==> src/rtl/prefetch_pkg.sv <==
// -----------------------------------------------------------------------------
// prefetch_pkg
// Shared definitions for the next-line prefetcher:
//   pf_state_t   - prefetch FSM state encoding (IDLE, ISSUE, WAIT, READY)
//   LINE_BYTES   - bytes per cacheline
//   LINE_BITS    - bits per cacheline
//   ADDR_W       - byte-address width
//   OFFSET_BITS  - byte-offset bits within a line
//   LINE_NUM_W   - width of the line number (address without the offset)
//   LINE_NUM_LAST- highest line number; its successor would wrap to zero
// -----------------------------------------------------------------------------
package prefetch_pkg;

  typedef enum logic [1:0] {
    IDLE  = 2'd0,
    ISSUE = 2'd1,
    WAIT  = 2'd2,
    READY = 2'd3
  } pf_state_t;

  localparam int LINE_BYTES  = 32;
  localparam int LINE_BITS   = LINE_BYTES * 8;
  localparam int ADDR_W      = 32;
  localparam int OFFSET_BITS = $clog2(LINE_BYTES);
  localparam int LINE_NUM_W  = ADDR_W - OFFSET_BITS;

  localparam logic [LINE_NUM_W-1:0] LINE_NUM_LAST = '1;

endpackage

==> src/rtl/pf_line_buffer.sv <==
// -----------------------------------------------------------------------------
// pf_line_buffer
// Holds one prefetched cacheline together with its address and target way
// until the cache consumes it.
// Ports:
//   clk      - clock, rising edge
//   rst      - asynchronous active-low reset; empties the buffer and zeroes it
//   i_load   - capture i_data/i_addr/i_way and mark the buffer valid
//   i_clear  - cache consumed the line; mark the buffer empty
//   i_data   - line data to capture
//   i_addr   - line-aligned address of the line being captured
//   i_way    - cache way the line is destined for
//   o_data   - buffered line data
//   o_addr   - buffered line address
//   o_way    - buffered line way
//   o_valid  - buffer holds a line the cache has not yet consumed
// -----------------------------------------------------------------------------
module pf_line_buffer #(
  parameter int s_line = 256
) (
  input  logic              clk,
  input  logic              rst,
  input  logic              i_load,
  input  logic              i_clear,
  input  logic [s_line-1:0] i_data,
  input  logic [31:0]       i_addr,
  input  logic              i_way,
  output logic [s_line-1:0] o_data,
  output logic [31:0]       o_addr,
  output logic              o_way,
  output logic              o_valid
);

  logic [s_line-1:0] r_data;
  logic [31:0]       r_addr;
  logic              r_way;
  logic              r_valid;

  always_ff @(posedge clk or negedge rst) begin
    if (!rst) begin
      r_data  <= '0;
      r_addr  <= '0;
      r_way   <= 1'b0;
      r_valid <= 1'b0;
    end else if (i_load) begin
      r_data  <= i_data;
      r_addr  <= i_addr;
      r_way   <= i_way;
      r_valid <= 1'b1;
    end else if (i_clear) begin
      // Contents are left in place; only validity is withdrawn.
      r_valid <= 1'b0;
    end
  end

  assign o_data  = r_data;
  assign o_addr  = r_addr;
  assign o_way   = r_way;
  assign o_valid = r_valid;

endmodule

==> src/rtl/next_line_prefetcher.sv <==
// -----------------------------------------------------------------------------
// next_line_prefetcher
// On a demand miss, fetches the following cacheline from memory into a
// one-line buffer and offers it to the cache until acknowledged.
//
// Optional feature: define PREFETCH_PENDING_EN to add a one-entry pending slot
// that remembers the newest miss arriving while a prefetch is in flight and
// launches it as soon as the FSM returns to IDLE. Without the macro such
// misses are dropped.
//
// Ports:
//   clk               - clock, rising edge
//   rst               - asynchronous active-low reset
//   prefetch_start    - demand-miss pulse from the cache
//   cacheline_address - address of the missing line
//   cache_way         - way the prefetched line should fill
//   pmem_busy         - demand traffic currently owns the memory port
//   pf_pmem_read      - prefetch read request (high only while waiting)
//   pf_pmem_address   - line-aligned prefetch target address
//   pf_pmem_rdata     - line data from memory
//   pf_pmem_resp      - memory read complete, rdata valid this cycle
//   prefetch_rdata    - buffered prefetched line
//   prefetch_ready    - buffered line is valid for the cache
//   pf_cline_address  - address of the buffered line
//   pf_cache_way      - way of the buffered line
//   prefetch_ack      - cache consumed the buffered line this cycle
// -----------------------------------------------------------------------------
module next_line_prefetcher
  import prefetch_pkg::*;
#(
  parameter int s_offset = OFFSET_BITS,
  parameter int s_line   = LINE_BITS
) (
  input  logic              clk,
  input  logic              rst,
  input  logic              prefetch_start,
  input  logic [31:0]       cacheline_address,
  input  logic              cache_way,
  input  logic              pmem_busy,
  output logic              pf_pmem_read,
  output logic [31:0]       pf_pmem_address,
  input  logic [s_line-1:0] pf_pmem_rdata,
  input  logic              pf_pmem_resp,
  output logic [s_line-1:0] prefetch_rdata,
  output logic              prefetch_ready,
  output logic [31:0]       pf_cline_address,
  output logic              pf_cache_way,
  input  logic              prefetch_ack
);

  localparam int LN_W = ADDR_W - s_offset;

  pf_state_t       r_state;
  logic [31:0]     r_target;
  logic            r_way;

  logic            w_req_valid;
  logic [LN_W-1:0] w_req_line;
  logic            w_req_way;
  logic            w_launch;
  logic [31:0]     w_next_target;
  logic            w_load;
  logic            w_clear;
  logic            w_unused_offset;

  // The byte offset of the miss address never influences the next line.
  assign w_unused_offset = ^cacheline_address[s_offset-1:0];

`ifdef PREFETCH_PENDING_EN
  logic            r_slot_valid;
  logic [LN_W-1:0] r_slot_line;
  logic            r_slot_way;

  // A live start in IDLE is the newest request and supersedes the slot.
  always_comb begin
    w_req_valid = prefetch_start | r_slot_valid;
    w_req_line  = r_slot_line;
    w_req_way   = r_slot_way;
    if (prefetch_start) begin
      w_req_line = cacheline_address[31:s_offset];
      w_req_way  = cache_way;
    end
  end

  // Busy: remember the newest miss. Idle: whatever the slot held is consumed
  // this cycle (launched, overridden, or dropped because it would wrap).
  always_ff @(posedge clk or negedge rst) begin
    if (!rst) begin
      r_slot_valid <= 1'b0;
      r_slot_line  <= '0;
      r_slot_way   <= 1'b0;
    end else if (r_state != IDLE) begin
      if (prefetch_start) begin
        r_slot_valid <= 1'b1;
        r_slot_line  <= cacheline_address[31:s_offset];
        r_slot_way   <= cache_way;
      end
    end else begin
      r_slot_valid <= 1'b0;
    end
  end
`else
  assign w_req_valid = prefetch_start;
  assign w_req_line  = cacheline_address[31:s_offset];
  assign w_req_way   = cache_way;
`endif

  // The last line of the address space has no successor; such requests die.
  assign w_launch      = (r_state == IDLE) && w_req_valid && !(&w_req_line);
  assign w_next_target = {w_req_line + LN_W'(1), {s_offset{1'b0}}};

  always_ff @(posedge clk or negedge rst) begin
    if (!rst) begin
      r_state  <= IDLE;
      r_target <= '0;
      r_way    <= 1'b0;
    end else begin
      case (r_state)
        IDLE: begin
          if (w_launch) begin
            r_target <= w_next_target;
            r_way    <= w_req_way;
            r_state  <= ISSUE;
          end
        end
        ISSUE: begin
          if (!pmem_busy) r_state <= WAIT;
        end
        // Once the read is on the bus it is held regardless of pmem_busy.
        WAIT: begin
          if (pf_pmem_resp) r_state <= READY;
        end
        READY: begin
          if (prefetch_ack) r_state <= IDLE;
        end
        default: r_state <= IDLE;
      endcase
    end
  end

  // A response outside WAIT has no outstanding read behind it and is ignored.
  assign w_load  = (r_state == WAIT) && pf_pmem_resp;
  assign w_clear = (r_state == READY) && prefetch_ack;

  pf_line_buffer #(
    .s_line (s_line)
  ) u_line_buffer (
    .clk     (clk),
    .rst     (rst),
    .i_load  (w_load),
    .i_clear (w_clear),
    .i_data  (pf_pmem_rdata),
    .i_addr  (r_target),
    .i_way   (r_way),
    .o_data  (prefetch_rdata),
    .o_addr  (pf_cline_address),
    .o_way   (pf_cache_way),
    .o_valid (prefetch_ready)
  );

  assign pf_pmem_read    = (r_state == WAIT);
  assign pf_pmem_address = r_target;

endmodule

==> config.mk <==
export PLATFORM = sky130hd
export DESIGN_NAME = next_line_prefetcher
export DESIGN_NICKNAME = d
export VERILOG_FILES = /design/src/rtl/prefetch_pkg.sv /design/src/rtl/pf_line_buffer.sv /design/src/rtl/next_line_prefetcher.sv
export SDC_FILE = /design/constraint.sdc
export NUM_CORES = 1
export LEC_CHECK = 0
export BUFFER_PORTS_ARGS = -buffer_cell sky130_fd_sc_hd__buf_2
export CAP_MARGIN = 0
export CELL_PAD_IN_SITES_DETAIL_PLACEMENT = 0
export CELL_PAD_IN_SITES_GLOBAL_PLACEMENT = 1
export CORE_AREA = 2 2 238 240
export DETAILED_ROUTE_END_ITERATION = 7
export DIE_AREA = 0 0 240 242
export GPL_ROUTABILITY_DRIVEN = 0
export PLACE_DENSITY = 0.53
export SLEW_MARGIN = 5
export SYNTH_ARGS = -nofsm -noshare
export SYNTH_HDL_FRONTEND = slang
export SYNTH_SLANG_ARGS = --single-unit
==> constraint.sdc <==
create_clock -name clk -period 5.32 [get_ports clk]
set_clock_uncertainty 0.2 [all_clocks]
set_input_delay 1.596 -clock clk [delete_from_list [all_inputs] [get_ports clk]]
set_output_delay 1.596 -clock clk [all_outputs]
set_load 0.05 [all_outputs]
* Word level (Yosys, flattened, before mapping)
Index checks and enable logic that the tools add are counted.
** Storage, ports and cells
- Register bits :: 315
- Bits of input ports :: 295
- Output and inout port bits :: 323
- Logic and storage cells :: 32
** Cells by class
- Add/sub/neg operators :: 1
- Equality and inequality tests :: 7
- Muxes and demuxes :: 7
- Reductions and logical operators :: 10
** Operators with widths (number)
- $add A27 B1 Y27 const B :: 1
- $reduce_and A27 Y1 :: 1
- $mux W2 :: 4
- $pmux W2 S4 :: 1
- $ne A2 B2 Y1 const B :: 3
- $eq A2 B2 Y1 const B :: 2
- $logic_and A1 B1 Y1 :: 4
- $reduce_and A4 Y1 :: 1
- $eq A2 B1 Y1 const B :: 1
- $logic_not A2 Y1 :: 1
- $mux W1 :: 2
- $ne A2 B1 Y1 const B :: 1
- $reduce_and A2 Y1 :: 1
- $reduce_bool A2 Y1 :: 1
- $logic_not A1 Y1 :: 1

* Logic depth before layout (Yosys ltp)
- Depth in word-level cells :: 5
- Mapped depth :: 8
- Gate-level depth less buffers :: 6

* Hierarchy
Synthesis repeated with hierarchy kept, for this count alone.
** Second synthesis, totals
- Cell total of the unflattened synthesis :: 805
- Area, all modules :: 12914.9 um^2
** By module, submodules not included
- pf_line_buffer :: instances 1, cells an instance 613, area each 11125.7 um^2, seq. area each 7257.0 um^2
- next_line_prefetcher :: instances 1, cells an instance 192, area each 1789.2 um^2, seq. area each 750.7 um^2

* Least setup slack after synthesis
Ideal clock, no wire load.
- Path type :: input -> register
- Start point :: input port cacheline_address[5]
- End point :: register r_target[31], in the netlist pf_pmem_address[31]
- Setup time :: 126 ps
- Arrival :: 3000 ps
- Required time :: 4994 ps
- Setup slack :: 1994 ps
- Stages on the path :: 7
- Path buffers :: 2
- Cell sequence :: ha_1 > nand2_1 > or4_1 > o21ba_1 > buf_6 > buf_6 > o32a_1
** Between the ends
- Longest elaborated chain between the ends :: 4
- Elaborated cells between the ends (all ways) :: 5
- Classes of those cells :: 1 x add/sub; 4 x reduce/logical
** RTL lines
- start, declared :: line next_line_prefetcher.sv:37 : input logic [31:0] cacheline_address,
- parallel branches: the longest is 4 deep, another holds $add A27 B1 Y27
- end signal, assigned :: line next_line_prefetcher.sv:121 : r_target <= w_next_target;
- end, declared :: line next_line_prefetcher.sv:54 : logic [31:0] r_target;
Several ways; the timed one is not identified.
A chain may end at the register's enable or synchronous reset.

* Final worst setup path
- Start point :: register r_state[0]
- End point :: output port pf_pmem_read
** Between the ends
- Longest elaborated chain between the ends :: 1
** RTL lines
- start, declared :: line next_line_prefetcher.sv:53 : pf_state_t r_state;
- start signal, assigned :: line next_line_prefetcher.sv:114 : r_state <= IDLE;
- start signal, assigned :: line next_line_prefetcher.sv:123 : r_state <= ISSUE;
- start signal, assigned :: line next_line_prefetcher.sv:127 : if (!pmem_busy) r_state <= WAIT;
- $eq A2 B2 Y1 :: line next_line_prefetcher.sv:161 : assign pf_pmem_read = (r_state == WAIT);
- end, declared :: line next_line_prefetcher.sv:40 : output logic pf_pmem_read,
No other way between the ends.

==> results.json <==
{
  "grt_overflow": 0,
  "ys_seq_elements": 315,
  "antenna_found_initial": 4,
  "postCtsSetupBuffers": 0,
  "syn_area_per_cell_sq_um": 15.27,
  "reg2reg_from": "r_state[0]",
  "pin_count": 618,
  "die_h_um": 242,
  "drive_gt1_frac": 0.6676,
  "design.core.area_sq_mm": 0.05573,
  "hold_path_end": "u_line_buffer.o_valid",
  "cts_buffers": 39,
  "io_buffer_count": 602,
  "clk_pin_slew_ns": 0.06,
  "ctsRootBufferMaster": "clkbuf_16",
  "wl_per_cell_um": 17.74,
  "r2r-end": "u_line_buffer.o_data[165]",
  "cap_violations": 0,
  "run_status": "finished, final reports clean",
  "tns_ns": 0,
  "grt_pass1_wl_um": 56620,
  "rsz0062_at_grt": "no",
  "postCtsResizedCells": 0,
  "startpoint_type": "register",
  "synth_area_leader_cell": "dfrtp_1",
  "worstHoldPathType": "reg2reg",
  "dr.pass1.iters": 6,
  "worst_slew_pin_slew_ns": 1.095,
  "path_max_fanout": 4,
  "rows": 87,
  "die_w_um": 240,
  "hold_viol": 0,
  "ys_types": 33,
  "slew-limit-headroom": 0.2701,
  "grt_use_total": 0.1292,
  "synth_area_sq_mm": 0.01228,
  "synth_area_leaders": "dfrtp_1 64%, mux2_2 26%, xnor2_1 1.1%",
  "fin_nets": 1720,
  "yosysSeqAreaShare": 0.6421,
  "maxSlewViolCount": 0,
  "min_path_cells": 2,
  "area_delta_synth_final_pct": 42.80,
  "ys_top_cells_by_count": "315 x dfrtp_1, 284 x mux2_2, 33 x nor2_1",
  "max_clock_freq_mhz": 289.5,
  "drt-total-wl_um": 39090,
  "worst_skew_pair.late_latency_ns": 0.53,
  "ys_warn_count": 0,
  "htree_num_levels": 2,
  "cts_hold_buf": 0,
  "dieArea_sq_mm": 0.05808,
  "async_flop_share": 1.000,
  "tritoncts": "built",
  "netlist.area_leader.share": 0.6421,
  "regToRegSetupSlack_ns": 2.69,
  "period_needed_ns": 3.454,
  "ant_nets": 0,
  "vias": 8764,
  "criticalPathCategory": "reg2out",
  "grt_max_degree": 101,
  "finalSetupViolations": 0,
  "synth_edf_count": 0,
  "drcViolationCount": 0,
  "hpwlAfterDp_um": 29800,
  "drtIter0Drc": 224,
  "worstPathRequired_ns": 3.52,
  "crit_arrival_ns": 1.66,
  "min_from": "u_line_buffer.o_valid",
  "synthFlopType": "dfrtp_1",
  "yosysMostFrequentCell": "dfrtp_1",
  "viasPerCell": 3.976,
  "grt_pass1_vias": 8878,
  "cts_sinks": 315,
  "initial_core_util": 0.2203,
  "ff2ff_path_depth": 5,
  "worstSetupEndpointType": "primary output",
  "min_period_over_period": 0.6492,
  "cts-root-to-sink-buffers": 3,
  "netlist_instances": 804
}
layout make-up:
cell class              count  area, sq um
repair buffers            613         3168
fillers                  5811        38200
clock buffers              61         1231
well taps                 756        945.9
inverters                   8        30.03
diodes                      1        2.502
multi-input cells         442         4148
flip-flops and latches    315         7883
clock inverters             8        121.4
critical path, stage by stage, from the launching register on:
cell	delay, ns
dfrtp_1	0.40
inv_1	0.13
ha_1	0.27
buf_2	0.32
registers in the layout, indices dropped and copies added (netlist names):
register,cells
u_line_buffer.o_valid,1
u_line_buffer.o_addr,27
u_line_buffer.o_way,1
r_way,1
u_line_buffer.o_data,256
pf_pmem_address,27
r_state,2
how the worst max path moves through the flow:
stage,slack (ns),to,startpoint
after detailed placement,1.35,pf_pmem_address[6],cacheline_address[5]
after floorplan,1.99,pf_pmem_address[31],cacheline_address[5]
after CTS,1.80,pf_pmem_read,r_state[0]
final,1.87,pf_pmem_read,r_state[0]
after global placement,1.37,pf_pmem_address[6],cacheline_address[5]
after global routing,1.76,pf_pmem_read,r_state[0]
through the flow:
| step | util | instances | cell area, sq um | hold WS (ns) | setup WS [ns] |
|---|---|---|---|---|---|
| 2_1_floorplan | - | 813 | 12310 | 0.2779 | 1.994 |
| 3_3_place_gp | 0.2902 | 2134 | 16170 | 0.2593 | 1.371 |
| 3_5_place_dp | 0.2902 | 2134 | 16170 | 0.2604 | 1.350 |
| 4_1_cts | 0.3145 | 2203 | 17530 | 0.2754 | 1.805 |
| 5_1_grt | 0.3145 | 2204 | 17530 | 0.3012 | 1.765 |
| 6_report | 0.3145 | 2204 | 17530 | 0.2701 | 1.866 |
cell usage in the layout (no fill, tap or decap), types with 2 or more instances in the layout:
cell and instances:
mux2_4 2, xor2_1 8, clkbuf_16 41, dfrtp_1 315
mux2i_1 2, mux2_2 284, buf_12 5, buf_2 601
clkbuf_1 7, nand4_1 8, conb_1 10, nand2_1 13
xnor2_1 16, nor4_1 2, buf_4 6, a21oi_1 25
nand3_1 12, and4_1 2, nor2_1 33, ha_1 6
o21ai_0 2, bufinv_16 3, nor3_1 4, clkbuf_8 13
inv_1 8, and3_1 3, clkinv_2 4
metal layers:
metal,GRT usage,vias up,share of wire
li1,-,4031,-
met1,0.1401,4381,0.37
met2,0.2356,293,0.53
met3,0.04364,55,0.082
met4,0.03800,4,0.022
met5,0,-,0.00049
kinds of logic (layout without fill, tap and decap cells):
kind of cell,count (synthesis),in the layout,synth area share
buf+inv,56,690,0.02334
flops,315,315,0.6421
simple gates,84,84,0.03303
xor+xnor,24,24,0.01712
other cells,1,11,0.0003055
fa+ha+maj,6,6,0.006115
mux,288,288,0.2646
compound gates,30,30,0.01335
Power is left out: the tool's default activity adds up to more than one toggle a clock period on the data nets, which glitch-free logic cannot reach.
